===== config.mk =====
export PLATFORM = sky130hd
export DESIGN_NAME = led_centroid_reader_flat
export DESIGN_NICKNAME = d
export VERILOG_FILES = /design/src/rtl/led_centroid_reader_pkg.sv /design/src/rtl/led_centroid_reader_if.sv /design/src/rtl/led_centroid_reader_led_stat_bank.sv /design/src/rtl/led_centroid_reader.sv /design/src/flat_wrapper.sv
export SDC_FILE = /design/constraint.sdc
export NUM_CORES = 2
export LEC_CHECK = 0
export CORE_ASPECT_RATIO = 0.75
export CORE_MARGIN = 8
export CORE_UTILIZATION = 49
export CTS_CLUSTER_SIZE = 16
export DETAILED_ROUTE_END_ITERATION = 10
export GPL_TIMING_DRIVEN = 1
export HOLD_SLACK_MARGIN = 0.1
export PLACE_DENSITY_LB_ADDON = 0.25
export SLEW_MARGIN = 20
export SYNTH_ARGS = -nofsm -noshare
export SYNTH_HDL_FRONTEND = slang
export SYNTH_SLANG_ARGS = --single-unit

===== constraint.sdc =====
create_clock -name clk_pixel -period 12.4 [get_ports clk_pixel]
set_input_delay 2.48 -clock clk_pixel [delete_from_list [all_inputs] [get_ports clk_pixel]]
set_output_delay 2.48 -clock clk_pixel [all_outputs]
set_load 0.005 [all_outputs]

===== src/rtl/led_centroid_reader_pkg.sv =====
`default_nettype none
// ============================================================================
// Module  : led_centroid_reader_pkg
// Purpose : Shared constants for the calibration read-back path: reader FSM
//           state encoding and the LED-ID value that marks a disabled pixel.
// Ports   : none (package)
// Rev     : 1.0  initial release
// ============================================================================
package led_centroid_reader_pkg;

  typedef logic [2:0] reader_state_t;

  localparam logic [2:0] ST_IDLE  = 3'd0;
  localparam logic [2:0] ST_CLEAR = 3'd1;
  localparam logic [2:0] ST_SCAN  = 3'd2;
  localparam logic [2:0] ST_DRAIN = 3'd3;
  localparam logic [2:0] ST_EMIT  = 3'd4;

  // Accum RAM ID word width used across the calibration path.
  localparam int LED_ID_WIDTH_DEFAULT = 10;

  // All-ones ID written for pixels that belong to no LED.
  localparam logic [LED_ID_WIDTH_DEFAULT-1:0] LED_ID_INVALID = '1;

endpackage
`default_nettype wire


===== src/rtl/led_centroid_reader_if.sv =====
`default_nettype none
// ============================================================================
// Module  : led_centroid_reader_if
// Purpose : Bundles the accum RAM READ request/response channel and the
//           per-LED record stream of the centroid reader.
// Ports   : master = reader side (drives ram_addr/ram_req_valid and rec_*),
//           slave  = RAM + downstream mapping side.
// Rev     : 1.0  initial release
// ============================================================================
interface led_centroid_reader_if #(
  parameter int NUM_LEDS          = 50,
  parameter int LED_ADDRESS_WIDTH = 10,
  parameter int GRID_W            = 80,
  parameter int GRID_H            = 45
);
  localparam int DEPTH = GRID_W * GRID_H;
  localparam int X_W   = $clog2(GRID_W);
  localparam int Y_W   = $clog2(GRID_H);
  localparam int A_W   = $clog2(DEPTH);
  localparam int CNT_W = $clog2(DEPTH + 1);
  localparam int SX_W  = X_W + CNT_W;
  localparam int SY_W  = Y_W + CNT_W;
  localparam int LED_W = $clog2(NUM_LEDS);

  logic [A_W-1:0]               ram_addr;
  logic                         ram_req_valid;
  logic                         ram_rsp_valid;
  logic [LED_ADDRESS_WIDTH-1:0] ram_rsp_id;
  logic                         rec_valid;
  logic                         rec_ready;
  logic [LED_W-1:0]             rec_led;
  logic [SX_W-1:0]              rec_sum_x;
  logic [SY_W-1:0]              rec_sum_y;
  logic [CNT_W-1:0]             rec_count;

  modport master (
    output ram_addr, ram_req_valid,
    input  ram_rsp_valid, ram_rsp_id,
    output rec_valid, rec_led, rec_sum_x, rec_sum_y, rec_count,
    input  rec_ready
  );

  modport slave (
    input  ram_addr, ram_req_valid,
    output ram_rsp_valid, ram_rsp_id,
    input  rec_valid, rec_led, rec_sum_x, rec_sum_y, rec_count,
    output rec_ready
  );

endinterface
`default_nettype wire


===== src/rtl/led_centroid_reader_led_stat_bank.sv =====
`default_nettype none
// ============================================================================
// Module  : led_stat_bank
// Purpose : Per-LED statistics store {sum_x, sum_y, count}. One write port,
//           one synchronous read port, plus a two-stage read-modify-write
//           pipe that accumulates one pixel per cycle with forwarding.
// Ports   : clr_en/clr_addr      zero one entry
//           upd_valid/id/x/y     accumulate pixel (x,y) into entry id
//           rd_en/rd_addr        plain read (used while no update is active)
//           rd_data              registered read result
//           pipe_busy            an accumulate is still pending its write
// Rev     : 1.0  initial release
// ============================================================================
module led_stat_bank #(
  parameter int NUM_LEDS = 50,
  parameter int LED_W    = 6,
  parameter int X_W      = 7,
  parameter int Y_W      = 6,
  parameter int CNT_W    = 12,
  parameter int SX_W     = 19,
  parameter int SY_W     = 18
) (
  input  wire logic                            clk_pixel,
  input  wire logic                            rst_n,
  input  wire logic                            clr_en,
  input  wire logic [LED_W-1:0]                clr_addr,
  input  wire logic                            upd_valid,
  input  wire logic [LED_W-1:0]                upd_id,
  input  wire logic [X_W-1:0]                  upd_x,
  input  wire logic [Y_W-1:0]                  upd_y,
  input  wire logic                            rd_en,
  input  wire logic [LED_W-1:0]                rd_addr,
  output logic      [SX_W+SY_W+CNT_W-1:0]      rd_data,
  output logic                                 pipe_busy
);
  localparam int REC_W = SX_W + SY_W + CNT_W;

  logic [REC_W-1:0] r_mem [0:NUM_LEDS-1];
  logic [REC_W-1:0] r_rd_q;

  logic             r_s2_valid;
  logic [LED_W-1:0] r_s2_id;
  logic [X_W-1:0]   r_s2_x;
  logic [Y_W-1:0]   r_s2_y;
  logic             r_s2_fwd;
  logic [REC_W-1:0] r_fwd_data;

  logic             w_rd_en;
  logic [LED_W-1:0] w_rd_addr;
  logic [REC_W-1:0] w_base;
  logic [SX_W-1:0]  w_base_sx;
  logic [SY_W-1:0]  w_base_sy;
  logic [CNT_W-1:0] w_base_cnt;
  logic [REC_W-1:0] w_new;

  // An accumulate always owns the read port; plain reads only happen in EMIT.
  assign w_rd_en   = upd_valid || rd_en;
  assign w_rd_addr = upd_valid ? upd_id : rd_addr;

  // The memory read for an id issued one cycle after the same id was read
  // misses the pending write, so that case takes the stage-2 result instead.
  assign w_base = r_s2_fwd ? r_fwd_data : r_rd_q;
  assign {w_base_sx, w_base_sy, w_base_cnt} = w_base;
  assign w_new = {w_base_sx + SX_W'(r_s2_x),
                  w_base_sy + SY_W'(r_s2_y),
                  w_base_cnt + CNT_W'(1)};

  assign rd_data   = r_rd_q;
  assign pipe_busy = r_s2_valid;

  always_ff @(posedge clk_pixel) begin
    if (clr_en) begin
      r_mem[clr_addr] <= '0;
    end else if (r_s2_valid) begin
      r_mem[r_s2_id] <= w_new;
    end
  end

  always_ff @(posedge clk_pixel or negedge rst_n) begin
    if (!rst_n) begin
      r_rd_q     <= '0;
      r_s2_valid <= 1'b0;
      r_s2_id    <= '0;
      r_s2_x     <= '0;
      r_s2_y     <= '0;
      r_s2_fwd   <= 1'b0;
      r_fwd_data <= '0;
    end else begin
      if (w_rd_en) begin
        r_rd_q <= r_mem[w_rd_addr];
      end
      r_s2_valid <= upd_valid;
      if (upd_valid) begin
        r_s2_id    <= upd_id;
        r_s2_x     <= upd_x;
        r_s2_y     <= upd_y;
        r_s2_fwd   <= r_s2_valid && (r_s2_id == upd_id);
        r_fwd_data <= w_new;
      end
    end
  end

endmodule
`default_nettype wire


===== src/rtl/led_centroid_reader.sv =====
`default_nettype none
// ============================================================================
// Module  : led_centroid_reader
// Purpose : Sweeps every downsampled pixel of the accum RAM with READ
//           requests, accumulates per-LED sum_x/sum_y/count and streams one
//           record per LED. Sequence: IDLE -> CLEAR -> SCAN -> DRAIN -> EMIT.
// Ports   : clk_pixel, rst_n (async, active low)
//           start  rising edge starts a sweep from IDLE
//           busy   high outside IDLE
//           done   pulse on the final record handshake
//           bus    RAM request/response and record stream (master side)
// Rev     : 1.0  initial release
// ============================================================================
module led_centroid_reader
  import led_centroid_reader_pkg::*;
#(
  parameter int NUM_LEDS          = 50,
  parameter int LED_ADDRESS_WIDTH = 10,
  parameter int GRID_W            = 80,
  parameter int GRID_H            = 45
) (
  input  wire logic             clk_pixel,
  input  wire logic             rst_n,
  input  wire logic             start,
  output logic                  busy,
  output logic                  done,
  led_centroid_reader_if.master bus
);
  localparam int DEPTH = GRID_W * GRID_H;
  localparam int X_W   = $clog2(GRID_W);
  localparam int Y_W   = $clog2(GRID_H);
  localparam int A_W   = $clog2(DEPTH);
  localparam int CNT_W = $clog2(DEPTH + 1);
  localparam int SX_W  = X_W + CNT_W;
  localparam int SY_W  = Y_W + CNT_W;
  localparam int LED_W = $clog2(NUM_LEDS);
  localparam int REC_W = SX_W + SY_W + CNT_W;

  localparam logic [A_W-1:0]               c_last_addr   = A_W'(DEPTH - 1);
  localparam logic [CNT_W-1:0]             c_depth_cnt   = CNT_W'(DEPTH);
  localparam logic [LED_W-1:0]             c_last_led    = LED_W'(NUM_LEDS - 1);
  localparam logic [X_W-1:0]               c_last_x      = X_W'(GRID_W - 1);
  localparam logic [LED_ADDRESS_WIDTH-1:0] c_num_leds_id = LED_ADDRESS_WIDTH'(NUM_LEDS);

  reader_state_t    r_state;
  logic             r_start_q;
  logic [LED_W-1:0] r_clr_idx;
  logic [LED_W-1:0] r_emit_idx;
  logic             r_emit_issue;
  logic             r_rec_valid;
  logic [A_W-1:0]   r_req_addr;
  logic [CNT_W-1:0] r_rsp_cnt;
  logic [X_W-1:0]   r_x;
  logic [Y_W-1:0]   r_y;

  logic             w_sweep_start;
  logic             w_rsp_accept;
  logic             w_upd_valid;
  logic             w_handshake;
  logic             w_last_rec;
  logic             w_pipe_busy;
  logic [REC_W-1:0] w_rd_data;

  assign w_sweep_start = (r_state == ST_IDLE) && start && !r_start_q;

  // Responses are counted only while a sweep is collecting and only up to
  // DEPTH, so stray responses cannot disturb the x/y raster.
  assign w_rsp_accept = bus.ram_rsp_valid &&
                        ((r_state == ST_SCAN) || (r_state == ST_DRAIN)) &&
                        (r_rsp_cnt != c_depth_cnt);
  assign w_upd_valid  = w_rsp_accept && (bus.ram_rsp_id < c_num_leds_id);

  assign w_handshake  = (r_state == ST_EMIT) && r_rec_valid && bus.rec_ready;
  assign w_last_rec   = (r_emit_idx == c_last_led);

  assign busy              = (r_state != ST_IDLE);
  assign done              = w_handshake && w_last_rec;
  assign bus.ram_req_valid = (r_state == ST_SCAN);
  assign bus.ram_addr      = r_req_addr;
  assign bus.rec_valid     = r_rec_valid;
  assign bus.rec_led       = r_emit_idx;
  assign {bus.rec_sum_x, bus.rec_sum_y, bus.rec_count} = w_rd_data;

  led_stat_bank #(
    .NUM_LEDS (NUM_LEDS),
    .LED_W    (LED_W),
    .X_W      (X_W),
    .Y_W      (Y_W),
    .CNT_W    (CNT_W),
    .SX_W     (SX_W),
    .SY_W     (SY_W)
  ) u_stat_bank (
    .clk_pixel (clk_pixel),
    .rst_n     (rst_n),
    .clr_en    (r_state == ST_CLEAR),
    .clr_addr  (r_clr_idx),
    .upd_valid (w_upd_valid),
    .upd_id    (bus.ram_rsp_id[LED_W-1:0]),
    .upd_x     (r_x),
    .upd_y     (r_y),
    .rd_en     ((r_state == ST_EMIT) && r_emit_issue),
    .rd_addr   (r_emit_idx),
    .rd_data   (w_rd_data),
    .pipe_busy (w_pipe_busy)
  );

  always_ff @(posedge clk_pixel or negedge rst_n) begin
    if (!rst_n) begin
      r_state      <= ST_IDLE;
      r_start_q    <= 1'b0;
      r_clr_idx    <= '0;
      r_emit_idx   <= '0;
      r_emit_issue <= 1'b0;
      r_rec_valid  <= 1'b0;
      r_req_addr   <= '0;
    end else begin
      r_start_q <= start;
      case (r_state)
        ST_IDLE: begin
          if (w_sweep_start) begin
            r_state    <= ST_CLEAR;
            r_clr_idx  <= '0;
            r_req_addr <= '0;
          end
        end
        ST_CLEAR: begin
          if (r_clr_idx == c_last_led) begin
            r_state <= ST_SCAN;
          end else begin
            r_clr_idx <= r_clr_idx + 1'b1;
          end
        end
        ST_SCAN: begin
          if (r_req_addr == c_last_addr) begin
            r_state    <= ST_DRAIN;
            r_req_addr <= '0;
          end else begin
            r_req_addr <= r_req_addr + 1'b1;
          end
        end
        ST_DRAIN: begin
          if ((r_rsp_cnt == c_depth_cnt) && !w_pipe_busy) begin
            r_state      <= ST_EMIT;
            r_emit_idx   <= '0;
            r_emit_issue <= 1'b1;
          end
        end
        ST_EMIT: begin
          // Read issue cycle, then hold the record until it is taken.
          if (r_emit_issue) begin
            r_emit_issue <= 1'b0;
            r_rec_valid  <= 1'b1;
          end else if (w_handshake) begin
            r_rec_valid <= 1'b0;
            if (w_last_rec) begin
              r_state <= ST_IDLE;
            end else begin
              r_emit_idx   <= r_emit_idx + 1'b1;
              r_emit_issue <= 1'b1;
            end
          end
        end
        default: begin
          r_state <= ST_IDLE;
        end
      endcase
    end
  end

  // Response-side raster position, independent of the request address.
  always_ff @(posedge clk_pixel or negedge rst_n) begin
    if (!rst_n) begin
      r_rsp_cnt <= '0;
      r_x       <= '0;
      r_y       <= '0;
    end else if (w_sweep_start) begin
      r_rsp_cnt <= '0;
      r_x       <= '0;
      r_y       <= '0;
    end else if (w_rsp_accept) begin
      r_rsp_cnt <= r_rsp_cnt + 1'b1;
      if (r_x == c_last_x) begin
        r_x <= '0;
        r_y <= r_y + 1'b1;
      end else begin
        r_x <= r_x + 1'b1;
      end
    end
  end

endmodule
`default_nettype wire

===== src/flat_wrapper.sv =====
// flat-port wrapper written by rule: the top's interface ports become plain ports
module led_centroid_reader_flat import led_centroid_reader_pkg::*;
#(
  parameter int NUM_LEDS          = 50,
  parameter int LED_ADDRESS_WIDTH = 10,
  parameter int GRID_W            = 80,
  parameter int GRID_H            = 45
)
  (clk_pixel, rst_n, start, busy, done, bus_ram_addr, bus_ram_req_valid, bus_ram_rsp_valid, bus_ram_rsp_id, bus_rec_valid, bus_rec_led, bus_rec_sum_x, bus_rec_sum_y, bus_rec_count, bus_rec_ready);
  led_centroid_reader_if #(.NUM_LEDS(NUM_LEDS), .LED_ADDRESS_WIDTH(LED_ADDRESS_WIDTH), .GRID_W(GRID_W), .GRID_H(GRID_H)) bus_i ();
  input  wire logic clk_pixel;
  input  wire logic rst_n;
  input  wire logic start;
  output logic busy;
  output logic done;
  output wire logic [$bits(bus_i.ram_addr)-1:0] bus_ram_addr;
  output wire logic [$bits(bus_i.ram_req_valid)-1:0] bus_ram_req_valid;
  input wire logic [$bits(bus_i.ram_rsp_valid)-1:0] bus_ram_rsp_valid;
  input wire logic [$bits(bus_i.ram_rsp_id)-1:0] bus_ram_rsp_id;
  output wire logic [$bits(bus_i.rec_valid)-1:0] bus_rec_valid;
  output wire logic [$bits(bus_i.rec_led)-1:0] bus_rec_led;
  output wire logic [$bits(bus_i.rec_sum_x)-1:0] bus_rec_sum_x;
  output wire logic [$bits(bus_i.rec_sum_y)-1:0] bus_rec_sum_y;
  output wire logic [$bits(bus_i.rec_count)-1:0] bus_rec_count;
  input wire logic [$bits(bus_i.rec_ready)-1:0] bus_rec_ready;
  assign bus_ram_addr = bus_i.ram_addr;
  assign bus_ram_req_valid = bus_i.ram_req_valid;
  assign bus_i.ram_rsp_valid = bus_ram_rsp_valid;
  assign bus_i.ram_rsp_id = bus_ram_rsp_id;
  assign bus_rec_valid = bus_i.rec_valid;
  assign bus_rec_led = bus_i.rec_led;
  assign bus_rec_sum_x = bus_i.rec_sum_x;
  assign bus_rec_sum_y = bus_i.rec_sum_y;
  assign bus_rec_count = bus_i.rec_count;
  assign bus_i.rec_ready = bus_rec_ready;
  led_centroid_reader #(.NUM_LEDS(NUM_LEDS), .LED_ADDRESS_WIDTH(LED_ADDRESS_WIDTH), .GRID_W(GRID_W), .GRID_H(GRID_H)) u_core (.clk_pixel(clk_pixel), .rst_n(rst_n), .start(start), .busy(busy), .done(done), .bus(bus_i));
endmodule

* Word level (Yosys, flattened, before mapping) *
Memory sizes are Yosys's and may differ from the RTL's. A register that Yosys moved wholly into a read port is not among the register bits.
Index checks and enable logic that the tools add are counted.

storage, ports and cells
  word-level logic and storage cells = 123
  memory bits (writable) = 2,450
  output and inout bits = 71
  flip-flop bits (word level) = 125
  memories = 1

cells by class
  equal/unequal tests = 20
  reduce and logical (&&, ||, !) cells = 32
  order comparisons = 1
  add/subtract/negate cells = 9
  muxes and demuxes = 44

memory list
  memory                    words  bits a word  rd ports  clocked after memory_dff  wr ports  line                                     text
  u_core.u_stat_bank.r_mem  50     49           1         1                         1         led_centroid_reader_led_stat_bank.sv:38  logic [REC_W-1:0] r_mem [0:NUM_LEDS-1];

operators by type and width
  kind                                                                      count
  49-bit two-way mux                                                        2
  6-bit two-way mux                                                         11
  49-bit OR reduction                                                       1
  12-bit two-way mux                                                        4
  12-bit by 1-bit adder with 12-bit output (second input constant)          3
  12-bit equality test (second input constant)                              2
  12-bit case mux with 2 select lines                                       1
  6-bit case mux with 2 select lines                                        2
  3-bit two-way mux                                                         7
  7-bit two-way mux                                                         3
  19-bit by 7-bit adder with 19-bit output                                  1
  18-bit by 6-bit adder with 18-bit output                                  1
  6-bit by 1-bit adder with 6-bit output (second input constant)            3
  3-bit case mux with 5 select lines                                        1
  6-bit equality test (second input constant)                               2
  1-bit two-way mux                                                         12
  12-bit inequality test (second input constant)                            1
  2-bit nonzero test                                                        6
  1-bit logical AND                                                         11
  10-bit by 6-bit < comparator with 1-bit output (second input constant)    1
  2-bit by 1-bit inequality test with 1-bit output (second input constant)  5
  2-bit inequality test (second input constant)                             4
  2-bit AND reduction                                                       4
  7-bit by 1-bit adder with 7-bit output (second input constant)            1
  other kinds (13)                                                          17

* Depth between registers and ports, before layout *
  depth in word-level cells = 6
  depth in mapped cells = 20
  mapped depth without buffers = 13

* By module *
From an unflattened synthesis, not the netlist that was laid out.

second synthesis, totals
  cells, all modules = 6,755
  area total of the unflattened synthesis = 105,119.6 sq um

modules (own cells, without submodules)
  module               cells an instance  area an instance (sq um)  seq. area each (sq um)  instances
  led_stat_bank        6,431              102,082.9                 76,548.4                1
  led_centroid_reader  324                3,036.7                   1,376.3                 1

* Worst setup path before layout *
OpenSTA, ideal clock, no wires.

  kind = register -> register
  start point = register u_core.u_stat_bank.r_s2_fwd
  end point = memory u_core.u_stat_bank.r_mem[0][21] in the netlist's numbering, data pin
  stages on the path, launching flop included = 20
  buffers on the path = 7
  setup slack = 5.574 ns
  arrival = 6.216 ns
  clock period less this slack = 6.826 ns
  library setup time = 0.610 ns
  path through = dfrtp_1 -> buf_2 -> buf_2 -> buf_1 -> buf_1 -> buf_2 -> buf_1 -> clkbuf_1 -> mux2i_1 -> inv_1 -> ha_1 -> a21o_1 -> a21oi_1 -> o21ai_0 -> a21oi_1 -> o21ai_0 -> nand3_1 -> xnor2_1 -> nor2_1 -> a211oi_1

on the way
  cells in the longest elaborated chain, start to end = 3

RTL lines
  what                                      line                                     text
  start, declared                           led_centroid_reader_led_stat_bank.sv:45  logic r_s2_fwd;
  start signal, assigned                    led_centroid_reader_led_stat_bank.sv:97  r_s2_fwd <= r_s2_valid && (r_s2_id == upd_id);
  49-bit two-way mux                        led_centroid_reader_led_stat_bank.sv:62  assign w_base = r_s2_fwd ? r_fwd_data : r_rd_q;
  18-bit by 6-bit adder with 18-bit output  led_centroid_reader_led_stat_bank.sv:65  w_base_sy + SY_W'(r_s2_y),
  49-bit two-way mux (no line)              --
  end, declared                             led_centroid_reader_led_stat_bank.sv:38

No other way between the ends.

* Final worst setup path *
  start point = input bus_ram_rsp_id[9]
  end point = register u_core.u_stat_bank.r_rd_q[33], in the netlist u_core.u_stat_bank.rd_data[33], read port of u_core.u_stat_bank.r_mem

on the way
  cells in the longest elaborated chain, start to end = 3
  elaborated cells on any way between the ends = 4

RTL lines
  what                                                          line                                                                              text
  start, declared                                               flat_wrapper.sv:19                                                                input wire logic [$bits(bus_i.ram_rsp_id)-1:0] bus_ram_rsp_id;
  10-bit by 6-bit < comparator with 1-bit output (*)            led_centroid_reader.sv:71                                                         assign w_upd_valid = w_rsp_accept && (bus.ram_rsp_id < c_num_leds_id);
  1-bit logical AND (*)                                         led_centroid_reader.sv:71
  6-bit two-way mux / 1-bit logical OR (equally long branches)  led_centroid_reader_led_stat_bank.sv:58, led_centroid_reader_led_stat_bank.sv:57
  end, declared                                                 led_centroid_reader_led_stat_bank.sv:39                                           logic [REC_W-1:0] r_rd_q;

Every way passes the cells marked *; elsewhere a longest branch is shown, timed or not.
A chain may end at the register's enable or synchronous reset.

==> summary.txt <==
Post-Syn Area: 104000 sq um
unrepaired setup endpoints after global routing: no
DR vias/cell: 6.46
total number of vias: 62000
Post-Synth Simple-Gate Area: 7.61%
PwrDens: 184 nW/um^2
die height: 415 um
CP Capture Type: flop
HP Class: flop to flop
total global routing overflow: 0
initial DRC count: 10000
synthesized area per cell: 16.2 sq um
MaxCap Viol Count: 0
Hold Path Cell Cnt: 2
crit path DAT: 8490 ps
number of flops mapped to enable cells by yosys: 2450
Die Area: 227000 sq um
slowest stage delay, CP: 1160 ps
slowest CP cell: a2111oi_1
drt first pass iters: 6
postcts setup bufs: 0
Peak VDD IR: 0.163 mV
R2R depth: 11
synth warn: 0
Min Clock Period, post-route: 7730 ps
cts hold-fix bufs: 0
largest net degree at the start of global routing: 145
WP data required: 13160 ps
CORE AREA: 211000 sq um
Overall Power: 21500 uW
row cnt: 146
initial antenna violation count: 24
top post-synthesis cells by area: edfxtp_1 71%, mux4_2 6.2%, dfrtp_1 4.2%
Worst-Skew Late Latency: 880 ps
nets: 6603
final WL: 318000 um
TritonCTS clock tree: yes
Adder-Cell Fraction of Synth Area: 0.315%
first-pass GRT wire length: 445000 um
Post-route DRC: 0
post-synthesis xor/xnor area fraction: 0.842%
CP Cell Sequence: clkdlybuf4s50_1, nor4_2, and4_4, nand3_1, nand2_8, buf_4, mux4_2, a2111oi_1, o211ai_1, o22a_1
Place WS: 4280 ps
Die W: 548 um
Area growth syn-to-layout: 12.7%
status: complete, no violations
DR WL/cell: 33.2 um
Crit Reg-Reg Startpoint: u_core.r_rsp_cnt[0]
PnR worst setup slack: 4670 ps
max_slew headroom: 12.9%
share of cells above drive strength 1: 14.5%
Starting Density: 49.3%
Slew Limit Fails: 0
combinational family with the most area after synthesis: multiplexers
critical path class: primary input to flop
Post-synth ARST share: 6.63%
Num CTS Buffers: 239
worst hold endpoint: u_core.u_stat_bank.r_fwd_data[30]
CP Buf/Inv Count: 2
Final setup violation count: 0
I/O Buffers: 85
I/O pin total: 86
sequential area share after synthesis: 74.9%
H-tree levels: 4
Crit path max-delay family: simple AND/OR/NAND/NOR gates
Leak: 0.0360 uW
Peak Freq: 129 MHz
gpl congestion: 0.881
Resized cells post-CTS: 0
Routed Antenna Nets: 0
vias in the first global route: 58300
CTS Sinks: 2624
Synth Flop Type: edfxtp_1
Final Hold Fails: 0
startpoint types: primary input
CP max FO: 94
Setup Skew: 53.4 ps
clk root buf: clkbuf_16
post-synthesis compound-gate area fraction: 5.35%
post-route clock period utilization: 62.3%
Hold Startpoint: u_core.u_stat_bank.r_fwd_data[30]
Synth area leader: edfxtp_1
CTS max path bufs: 3
Syn Inst Count: 6413
Post-DP HPWL: 177000 um
Setup TNS Final: 0 ps
GR Util All Layers: 27.3%
FF+latch count, synth: 2624
Unique masters post-synth: 83
worst r2r dst: u_core.u_stat_bank.rd_data[33]
Worst-Margin Slew: 1300 ps
share of the synthesized area in the top cell type: 70.7%
FF-to-FF setup slack: 6480 ps
Clock transition at path regs: 70 ps
fraction of synthesized area in multiplexers: 9.31%
Net Count, Synth: 6453
## layer usage
metal | up-vias | global-route usage (%) | routed length, um
li1 | 25300 | - | -
met1 | 32000 | 39.7 | 126000
met2 | 4140 | 38.4 | 134000
met3 | 586 | 10.7 | 48700
met4 | 6 | 7.47 | 9500
met5 | - | 0 | 42
## where the power goes
group	switching (uW)	internal (uW)	total (uW)
Sequential	557	9970	10500
Clock	3300	3920	7210
Combinational	2370	1390	3770
Total	6230	15300	21500
## final cells by class
| type | count | area (sq um) |
|---|---|---|
| clock inverter | 122 | 1030 |
| timing repair buffer | 270 | 2760 |
| antenna | 8 | 20.0 |
| sequential | 2624 | 77900 |
| clock buffer | 329 | 6560 |
| multi-input combinational | 3403 | 25300 |
| tap | 2812 | 3520 |
| fill | 16300 | 93800 |
| inverter | 25 | 93.8 |
## worst max path at each step
stage | startpoint | end | slack [ps] | cells past startpoint
floorplan | u_core.u_stat_bank.r_s2_fwd | u_core.u_stat_bank.r_mem[0][21] | 5570 | 19
global placement | bus_ram_rsp_id[9] | u_core.u_stat_bank.rd_data[33] | 4040 | 10
detailed placement | bus_ram_rsp_id[9] | u_core.u_stat_bank.rd_data[33] | 4280 | 10
CTS | bus_ram_rsp_id[9] | u_core.u_stat_bank.rd_data[33] | 5180 | 10
global route | bus_ram_rsp_id[2] | u_core.u_stat_bank.rd_data[33] | 4780 | 10
finish | bus_ram_rsp_id[9] | u_core.u_stat_bank.rd_data[33] | 4670 | 10
## synthesized netlist by cell type, types with 8 or more instances
| library cell | count |
|---|---|
| edfxtp_1 | 2450 |
| nand2_1 | 1088 |
| mux2i_1 | 298 |
| mux4_2 | 285 |
| nand3_1 | 240 |
| nor2_1 | 226 |
| a21oi_1 | 216 |
| clkbuf_1 | 188 |
| dfrtp_1 | 174 |
| o21ai_0 | 129 |
| o22ai_1 | 106 |
| a32oi_1 | 83 |
| a31oi_1 | 81 |
| buf_2 | 77 |
| buf_1 | 59 |
| nand4_1 | 58 |
| xor2_1 | 58 |
| xnor2_1 | 42 |
| nor3_1 | 37 |
| a22oi_1 | 34 |
| buf_4 | 31 |
| a2111oi_0 | 28 |
| nand2b_1 | 26 |
| and3_1 | 25 |
| mux2_2 | 25 |
| nor2b_1 | 24 |
| ha_1 | 23 |
| inv_1 | 23 |
| nor4_1 | 23 |
| and4_1 | 20 |
| o2111ai_1 | 18 |
| or3_1 | 18 |
| o32ai_1 | 17 |
| o211ai_1 | 14 |
| o22a_1 | 12 |
| a211oi_1 | 9 |
| o31ai_1 | 9 |
| o32a_1 | 9 |
| a32o_1 | 8 |
| a41oi_1 | 8 |
## cell families after synthesis
| group | after synthesis |
|---|---|
| compound gates | 842 |
| xor+xnor | 100 |
| mux | 608 |
| simple gates | 1828 |
| buf+inv | 386 |
| flops | 2624 |
| fa+ha+maj | 25 |
## metrics by stage
step	std cells	instance area, sq um	hold slack (ps)	util [%]
2_1_floorplan	6413	104000	440	-
3_3_place_gp	9104	109000	452	51.7
6_report	9593	117000	474	55.6
5_1_grt	9587	117000	498	55.5
4_1_cts	9561	117000	474	55.3
3_5_place_dp	9110	109000	458	51.7
## sequential cells by signal (all words and copies together), names as in the netlist
| register | flops |
|---|---|
| u_core.r_y | 6 |
| u_core.u_stat_bank.pipe_busy | 1 |
| u_core.u_stat_bank.r_fwd_data | 49 |
| u_core.u_stat_bank.r_s2_y | 6 |
| u_core.r_start_q | 1 |
| u_core.bus.ram_addr | 12 |
| u_core.r_state | 3 |
| u_core.r_emit_issue | 1 |
| u_core.u_stat_bank.r_s2_fwd | 1 |
| u_core.r_x | 7 |
| u_core.u_stat_bank.r_mem | 2450 |
| u_core.bus.rec_led | 6 |
| u_core.u_stat_bank.r_s2_id | 6 |
| u_core.r_rsp_cnt | 12 |
| u_core.u_stat_bank.r_s2_x | 7 |
| u_core.u_stat_bank.rd_data | 49 |
| u_core.bus.rec_valid | 1 |
| u_core.r_clr_idx | 6 |
## worst reg2reg max path: cells and delay by family (launching register included)
family,cells,cell delay [ps]
AND/OR/NAND/NOR,4,1880
AO/OA/AOI/OAI,3,1670
buffers and inverters,2,1200
multiplexers,1,500
flip-flops,1,410
adder cells (fa/ha/maj),1,190
## cell usage in the layout, fill, tap and decap left out, types with 24 or more instances in the layout
| master | count |
|---|---|
| clkinv_1 | 46 |
| mux2i_1 | 293 |
| a32oi_1 | 83 |
| mux4_2 | 285 |
| clkbuf_16 | 243 |
| nand4_1 | 58 |
| o22ai_1 | 106 |
| a22oi_1 | 34 |
| dfrtp_1 | 173 |
| o21ai_0 | 129 |
| clkbuf_1 | 70 |
| nor2b_1 | 24 |
| xnor2_1 | 42 |
| a2111oi_0 | 27 |
| nand2_1 | 1081 |
| clkdlybuf4s50_1 | 84 |
| nor2_4 | 90 |
| nand3_1 | 239 |
| and3_1 | 24 |
| nor2_1 | 129 |
| a21oi_1 | 214 |
| buf_4 | 145 |
| xor2_1 | 58 |
| a31oi_1 | 80 |
| nand2b_1 | 26 |
| mux2_2 | 24 |
| clkinv_2 | 46 |
| nor3_1 | 37 |
| buf_12 | 38 |
| edfxtp_1 | 2450 |
(Power assumes the default switching activity.)
